### config.mk
export PLATFORM = sky130hd
export DESIGN_NAME = i2s_rx_master
export DESIGN_NICKNAME = d
export VERILOG_FILES = /design/src/rtl/i2s_rx_master.sv
export SDC_FILE = /design/constraint.sdc
export NUM_CORES = 1
export LEC_CHECK = 0
export BUFFER_PORTS_ARGS = -buffer_cell sky130_fd_sc_hd__clkbuf_2
export CAP_MARGIN = 20
export CORE_MARGIN = 4
export CORE_UTILIZATION = 55
export DETAILED_ROUTE_END_ITERATION = 10
export MAX_ROUTING_LAYER = met4
export PLACE_DENSITY = 0.77
export SETUP_SLACK_MARGIN = 0.4
export SYNTH_ARGS = -nofsm -noshare
export SYNTH_HDL_FRONTEND = slang
export SYNTH_SLANG_ARGS = --single-unit
### constraint.sdc
create_clock -name clk_in -period 2.21 [get_ports clk_in]
set_input_delay 0.5525 -clock clk_in [delete_from_list [all_inputs] [get_ports clk_in]]
set_output_delay 0.5525 -clock clk_in [all_outputs]
set_load 0.05 [all_outputs]
### src/rtl/i2s_rx_master.sv
// I2S master receiver: divides clk_in into SCK, generates WS, deserialises SD MSB-first
// and presents each completed slot sample through a one-entry valid/ready output register.
module i2s_rx_master #(
  parameter int         CLK_DIV      = 4,
  parameter int         DATA_W       = 24,
  parameter logic [1:0] CHANNEL_MASK = 2'b01
) (
  input  logic              clk_in,
  input  logic              resetn,
  input  logic              enable,
  output logic              sck,
  output logic              ws,
  input  logic              sd,
  output logic [DATA_W-1:0] sample_data,
  output logic              sample_right,
  output logic              sample_valid,
  input  logic              sample_ready,
  output logic              overrun,
  input  logic              overrun_clr
);

  localparam int               DIV_W     = (CLK_DIV > 2) ? $clog2(CLK_DIV) : 1;
  localparam logic [DIV_W-1:0] DIV_LAST  = DIV_W'(CLK_DIV - 1);
  localparam logic [DIV_W-1:0] DIV_HALF  = DIV_W'(CLK_DIV / 2);
  localparam logic [4:0]       SLOT_LAST = 5'(DATA_W);

  logic [DIV_W-1:0]  r_div_cnt;
  logic [5:0]        r_bit_cnt;
  logic              r_sck;
  logic [DATA_W-1:0] r_shift;
  logic              r_done;
  logic              r_done_right;
  logic [DATA_W-1:0] r_sample_data;
  logic              r_sample_right;
  logic              r_sample_valid;
  logic              r_overrun;

  logic [4:0] w_slot_bit;
  logic       w_rise;
  logic       w_fall;
  logic       w_capture;
  logic       w_complete;
  logic       w_load;
  logic       w_drop;

  assign w_slot_bit = r_bit_cnt[4:0];
  assign w_rise     = enable && (r_div_cnt == DIV_HALF);
  assign w_fall     = enable && (r_div_cnt == '0) && r_sck;
  // Slot bit 0 is the I2S one-bit delay; bits past DATA_W are high-Z from the mic.
  assign w_capture  = w_rise && (w_slot_bit != 5'd0) && (w_slot_bit <= SLOT_LAST);
  assign w_complete = w_rise && (w_slot_bit == SLOT_LAST) && CHANNEL_MASK[r_bit_cnt[5]];

  assign w_load = r_done && (!r_sample_valid || sample_ready);
  assign w_drop = r_done && r_sample_valid && !sample_ready;

  // NOTE: state registers use non-blocking assignments so every flop samples the
  // pre-edge values of its neighbours; the reset term is inside the clocked branch
  // because reset here is synchronous.
  always_ff @(posedge clk_in) begin
    if (!resetn || !enable) begin
      r_div_cnt <= '0;
      r_bit_cnt <= '0;
      r_sck     <= 1'b0;
      r_shift   <= '0;
    end else begin
      r_div_cnt <= (r_div_cnt == DIV_LAST) ? '0 : r_div_cnt + 1'b1;
      r_sck     <= (r_div_cnt >= DIV_HALF);
      if (w_fall) begin
        r_bit_cnt <= r_bit_cnt + 1'b1;
      end
      if (w_capture) begin
        r_shift <= (r_shift << 1) | DATA_W'(sd);
      end
    end
  end

  // Completion is registered so the output loads one cycle after the LSB rise edge.
  always_ff @(posedge clk_in) begin
    if (!resetn) begin
      r_done       <= 1'b0;
      r_done_right <= 1'b0;
    end else begin
      r_done       <= w_complete;
      r_done_right <= r_bit_cnt[5];
    end
  end

  always_ff @(posedge clk_in) begin
    if (!resetn) begin
      r_sample_data  <= '0;
      r_sample_right <= 1'b0;
      r_sample_valid <= 1'b0;
      r_overrun      <= 1'b0;
    end else begin
      if (w_load) begin
        r_sample_data  <= r_shift;
        r_sample_right <= r_done_right;
        r_sample_valid <= 1'b1;
      end else if (r_sample_valid && sample_ready) begin
        r_sample_valid <= 1'b0;
      end
      // A drop in the same cycle as a clear keeps the flag set.
      if (w_drop) begin
        r_overrun <= 1'b1;
      end else if (overrun_clr) begin
        r_overrun <= 1'b0;
      end
    end
  end

  assign sck          = r_sck;
  assign ws           = r_bit_cnt[5];
  assign sample_data  = r_sample_data;
  assign sample_right = r_sample_right;
  assign sample_valid = r_sample_valid;
  assign overrun      = r_overrun;

endmodule

==> impl_metrics.yaml, run 1 <==
floorplanning:
  chipWidth_um: 73.54
  num_rows: 23
  placeableCoreArea_um2: 4086
  start_util_pct: 57.81
  die_y_um: 73.54
  dieArea_um2: 5407
  pin_count: 35
global_routing:
  grt_start_max_net_pins: 28
  antenna_found_initial: 0
  globalRouteOverflowTotal: 0
  grt_pass1_vias: 1794
  groute.usage.overall_pct: 20.24
  global_route_wire_length_before_repair_mm: 8.059
logic_synthesis:
  yosysTopAreaCellShare_pct: 52.54
  ys_ff_latch: 62
  synthTopCellsByCount: "62 x dfxtp_1, 31 x a21oi_1, 28 x nand2_1, 28 x nand3_1, 27 x o21ai_0"
  synth-edff-count: 0
  yosys.area_share.adder_pct: 2.648
  synth-async-reset-ratio_pct: 0
  synth_xor_area_share_pct: 0.7415
  synthesis.instances: 253
  synth.distinct_cells: 28
  synthesis.nets: 264
  post-synth-top-area-cell: "dfxtp_1"
  area_share_of_and_or_nand_nor_cells_after_synthesis_pct: 15.10
  yosys.cell_count.top_type: "dfxtp_1"
  synth.area.top_cells: "dfxtp_1 53%, mux2i_1 11%, a21oi_1 6.6%"
  post_synth_instance_area_um2: 2362
  muxShareOfSynthArea_pct: 10.59
  ys_warn_count: 0
  largest_family_of_logic_cells_by_synthesized_area: "simple AND/OR/NAND/NOR gates"
  synth-seq-area-share_pct: 52.54
  synth_top_flop_cell: "dfxtp_1"
  synth_compound_area_share_pct: 13.82
  syn_area_per_cell_um2: 9.337
sta:
  worst_slack_ns: 0.5536
  layout_worst_path_cycle_share_pct: 74.95
  final_max_slew_viol_count: 0
  max_slew_margin_pct: 50.48
  hold_ws_ns: 0.4578
  setup-tns-final_ns: 0
  period_needed_ns: 1.656
  hold_violations: 0
  clock.fmax_mhz: 603.7
  count_of_endpoints_failing_setup_in_the_final_report: 0
  max_slew.worst_pin.slew_ns: 0.7383
  rsz0062_at_grt: "no"
  fin_worst_skew_ns: 0.009122
place:
  detailed_place.area_um2: 2544
  place_worst_setup_slack_ns: 0.4697
  dp_hpwl_mm: 3.018
  dpl.cell_count: 324
  port_buffers: 34
  gp_congestion: 0.8158
clock_tree:
  insertion_delay_ns: 0.33
  tritoncts.num_buffers: 9
  post_cts_buffers: 0
  clk_pin_slew_worst_paths_ns: 0.06
  post_cts_resized: 0
  maximum_number_of_buffers_from_clock_root_to_sink: 2
  cts_tree: "yes"
  cts-htree-levels: 3
  cts_root_buf: "clkbuf_8"
  holdBufCountCts: 0
  clock-sinks: 62
setup_path:
  critPathMaxFanout: 21
  critical_path_arrival_ns: 1.86
  reg2regPathDepth: 5
  end_kind: "flop"
  setup.reg_to_reg.worst_slack_ns: 0.55
  setup.worst_path.start_class: "flop"
  worstSetupPathType: "reg2reg"
  required_ns: 2.41
power:
  power_density_nw_per_um2: 806.3
  pwr-share-clk_pct: 48.0
  power.static_leakage_nw: 1.030
  p_int_mw: 1.791
  power.share.sequential_pct: 50.4
  total_power_mw: 2.225
  power_frac_comb_pct: 1.6
  net-switching-power_mw: 0.4332
  worst_ir_drop_on_vdd_uv: 500.7
  swShare_pct: 19.47
detailed_routing:
  drt-initial-drc-count: 119
  drc_violations_left: 0
  post_drt_via_cell_ratio: 5.612
  wl_per_cell_um: 13.78
  detail_route.wirelength_mm: 4.686
  final_antenna_net_count: 0
  drt_first_pass_iters: 4
  dr_total_vias: 1908
layout:
  post_synthesis_to_final_layout_area_growth_pct: 16.79
  number_of_nets_at_the_end_of_the_flow: 296
  drive_gt1_share_pct: 18.62
  antenna-diode-count: 0
  stdcell_count: 340
  post-route-util_pct: 67.51
  postLayoutCellArea_um2: 2759
hold_path:
  min-delay-path-class: "in2reg"
  worst_hold_path.num_cells: 3
flow_run:
  max_cap_violations: 0
status:
  status: "finished clean"
-- layout by cell type (no fill, tap or decap), types with 2 or more instances in the layout --
| cell | netlist | final |
|---|---|---|
| nor2b_1 | 3 | 3 |
| a21oi_1 | 31 | 31 |
| buf_4 | 0 | 4 |
| nand3_1 | 28 | 28 |
| nand2_1 | 28 | 28 |
| dfxtp_1 | 62 | 62 |
| mux2i_1 | 25 | 25 |
| o21ai_0 | 27 | 27 |
| clkinv_2 | 0 | 2 |
| nor2_1 | 4 | 4 |
| and2_1 | 2 | 2 |
| clkbuf_8 | 0 | 10 |
| clkbuf_1 | 13 | 2 |
| or3_1 | 2 | 2 |
| inv_1 | 6 | 6 |
| ha_1 | 5 | 5 |
| clkbuf_2 | 0 | 34 |
| bufinv_16 | 0 | 2 |
-- kinds of logic (layout without fill, tap and decap cells) --
group | after synthesis | in the layout
AOI/OAI and AO/OA | 61 | 61
adders and majority gates | 5 | 5
and+or+nand+nor | 74 | 74
DFF | 62 | 62
buffers and inverters | 24 | 61
muxes | 25 | 25
xor gates and xnor gates | 2 | 2
-- layout make-up --
type	instances	area (um^2)
clock buffers	12	145.1
clock inverters	4	70.07
fillers	337	1328
inverters	7	26.28
multi-input cells	167	1013
flip-flops and latches	62	1241
well taps	50	62.56
repair buffers	38	200.2
-- worst max-delay path: stages (launching register included) --
cell	delay, ns
dfxtp_1	0.32
inv_1	0.09
ha_1	0.16
or4b_4	0.47
o2111a_4	0.31
mux2i_1	0.16
-- sequential cells by signal, indices dropped and copies added, names as in the netlist --
| register | count |
|---|---|
| sck | 1 |
| sample_data | 24 |
| r_div_cnt | 2 |
| r_done_right | 1 |
| r_bit_cnt | 6 |
| sample_right | 1 |
| r_done | 1 |
| overrun | 1 |
| sample_valid | 1 |
| r_shift | 24 |
-- power by group through the flow --
stage               Combinational, mW  Sequential, mW  Clock [mW]
global placement               0.0353            1.15           0
CTS                            0.0367            1.12        1.10
global route                   0.0402            1.12        1.15
detailed placement             0.0364            1.15           0
floorplan                      0.0219            1.15           0
finish                         0.0358            1.12        1.07
-- layer usage --
metal / vias up / wire length (um) / GRT usage, %
met5: - / 0 / -
met4: 0 / 38 / 6.237
met3: 4 / 298 / 9.166
met2: 50 / 2318 / 31.79
met1: 905 / 2030 / 23.06
li1: 949 / - / -
-- final timing paths --
check,from,endpoint
worst min register to register,r_shift[23]$_SDFFE_PP0P_,r_shift[23]$_SDFFE_PP0P_
worst max-delay path,r_bit_cnt[0]$_SDFFE_PP0P_,r_shift[8]$_SDFFE_PP0P_
worst min-delay path,sd,r_shift[0]$_SDFFE_PP0P_
worst max register to register,r_bit_cnt[0]$_SDFFE_PP0P_,r_shift[8]$_SDFFE_PP0P_
Power figures use the tool's default switching activity.
==> inputs of run 2 (changes only) <==
- clock period: 2.21 -> 1.6 ns (I/O delays scaled with it)
==> impl_metrics.yaml, run 2 (same netlist as run 1, synthesis figures left out) <==
power:
  pwr-share-clk_pct: 51.5
  net-switching-power_mw: 0.7072
  swShare_pct: 21.25
  p_int_mw: 2.620
  power.share.sequential_pct: 46.3
  power_density_nw_per_um2: 934.1
  power.static_leakage_nw: 1.313
  total_power_mw: 3.327
  worst_ir_drop_on_vdd_uv: 586.5
  power_frac_comb_pct: 2.2
layout:
  postLayoutCellArea_um2: 3562
  number_of_nets_at_the_end_of_the_flow: 319
  post-route-util_pct: 87.17
  drive_gt1_share_pct: 41.85
  antenna-diode-count: 0
  mostFrequentLayoutCells: "30 x a21oi_1, 30 x dfxtp_2, 28 x dfxtp_1, 27 x nand2_1, 27 x nand3_1"
  stdcell_count: 363
  post_synthesis_to_final_layout_area_growth_pct: 50.79
  fill_cells: 189
clock_tree:
  cts_root_buf: "clkbuf_8"
  cts-htree-levels: 3
  clk_pin_slew_worst_paths_ns: 0.07
  tritoncts.num_buffers: 9
  maximum_number_of_buffers_from_clock_root_to_sink: 2
  holdBufCountCts: 0
  cts_tree: "yes"
  clock-sinks: 62
  insertion_delay_ns: 0.35
setup_path:
  critPathMaxFanout: 8
  end_kind: "flop"
  timing.rr.end: "r_shift[21]$_SDFFE_PP0P_"
  setup.reg_to_reg.worst_slack_ns: -0.02
  critical_path_arrival_ns: 1.89
  worstSetupPathType: "reg2reg"
  launching_point_of_the_worst_reg2reg_path: "r_bit_cnt[1]$_SDFFE_PP0P_"
  setup.worst_path.start_class: "flop"
  required_ns: 1.86
  reg2regPathDepth: 6
global_routing:
  globalRouteOverflowTotal: 0
  antenna_found_initial: 0
  global_route_wire_length_before_repair_mm: 9.798
  groute.usage.overall_pct: 24.90
  grt_pass1_vias: 2072
  grt_start_max_net_pins: 28
place:
  place_worst_setup_slack_ns: 0.02769
  dpl.cell_count: 329
  gp_congestion: 0.8138
  port_buffers: 34
  detailed_place.area_um2: 2631
  dp_hpwl_mm: 3.119
sta:
  max_slew_margin_pct: 73.16
  fin_worst_skew_ns: 0.01096
  count_of_endpoints_failing_setup_in_the_final_report: 4
  setup-tns-final_ns: -0.04536
  period_needed_ns: 1.624
  hold_violations: 0
  max_slew.worst_pin.slew_ns: 0.4022
  clock.fmax_mhz: 615.8
  worst_slack_ns: -0.02386
  layout_worst_path_cycle_share_pct: 101.5
  rsz0062_at_grt: "yes"
  final_max_slew_viol_count: 0
  hold_ws_ns: 0.2938
flow_run:
  max_cap_violations: 0
floorplanning:
  placeableCoreArea_um2: 4086
  pin_count: 35
  start_util_pct: 57.81
  chipWidth_um: 73.54
  num_rows: 23
  dieArea_um2: 5407
  die_y_um: 73.54
status:
  violated_checks: "setup timing"
  status: "finished with violations"
hold_path:
  worstHoldStart: "sd"
  min-delay-path-class: "in2reg"
  worst_hold_path.num_cells: 3
  worst_hold_path.endpoint: "r_shift[0]$_SDFFE_PP0P_"
detailed_routing:
  wl_per_cell_um: 19.60
  detail_route.wirelength_mm: 7.113
  post_drt_via_cell_ratio: 6.099
  drt_first_pass_iters: 5
  final_antenna_net_count: 0
  dr_total_vias: 2214
  drc_violations_left: 0
  drt-initial-drc-count: 205
-- run 2: cell types whose count changed in the layout (fill, tap and decap cells not counted), sizes merged --
cell,delta
buf,+40
nor2b,+1
clkbuf,-19
clkinv,-2
clkinvlp,+2
o2111a,+1
-- run 2: final cells by class --
cell class	count	area [um^2]	area share [%]
repair buffers	59	789.5	22.16
clock buffers	12	176.4	4.953
well taps	50	62.56	1.756
clock inverters	4	75.07	2.107
inverters	7	27.53	0.7727
flip-flops and latches	62	1294	36.32
multi-input cells	169	1137	31.93
-- run 2: layer usage --
layer  GRT usage [%]  routed length (um)  vias to the layer above
li1                -                   -                      998
met1           28.61                2732                     1071
met3           6.019                 404                       36
met2           39.47                3674                      109
met4           14.08                 301                        0
met5               -                   0                        -
-- run 2: how the worst max path moves through the flow --
stage	start	endpoint	depth (start not counted)
5_1_grt	r_bit_cnt[1]$_SDFFE_PP0P_	r_shift[21]$_SDFFE_PP0P_	6
6_report	r_bit_cnt[1]$_SDFFE_PP0P_	r_shift[21]$_SDFFE_PP0P_	6
3_3_place_gp	resetn	sample_data[0]$_SDFFE_PN0P_	3
4_1_cts	r_bit_cnt[1]$_SDFFE_PP0P_	r_shift[5]$_SDFFE_PP0P_	6
3_5_place_dp	r_bit_cnt[0]$_SDFFE_PP0P_	r_shift[8]$_SDFFE_PP0P_	5
2_1_floorplan	r_bit_cnt[0]$_SDFFE_PP0P_	r_shift[0]$_SDFFE_PP0P_	6
-- run 2: power by group through the flow --
| stage | logic [mW] | clock network, mW | registers, mW |
|---|---|---|---|
| floorplan | 0.0314 | 0 | 1.58 |
| global placement | 0.0556 | 0 | 1.58 |
| detailed placement | 0.0559 | 0 | 1.58 |
| CTS | 0.0647 | 1.68 | 1.54 |
| global route | 0.0786 | 1.78 | 1.54 |
| finish | 0.0732 | 1.71 | 1.54 |
-- run 2: worst max-delay path, cell delays in order (launching register included) --
cell and delay, ns:
dfxtp_2 0.33, inv_2 0.07, ha_4 0.13, or4b_4 0.50
o2111a_2 0.20, buf_12 0.15, mux2i_1 0.16
-- run 2: timing repair --
item                       CTS  global route
setup endpoints to repair   58            86
gates resized for setup    107            45
setup buffers                8             8
gates cloned                 1             1
pin swaps                    3             2
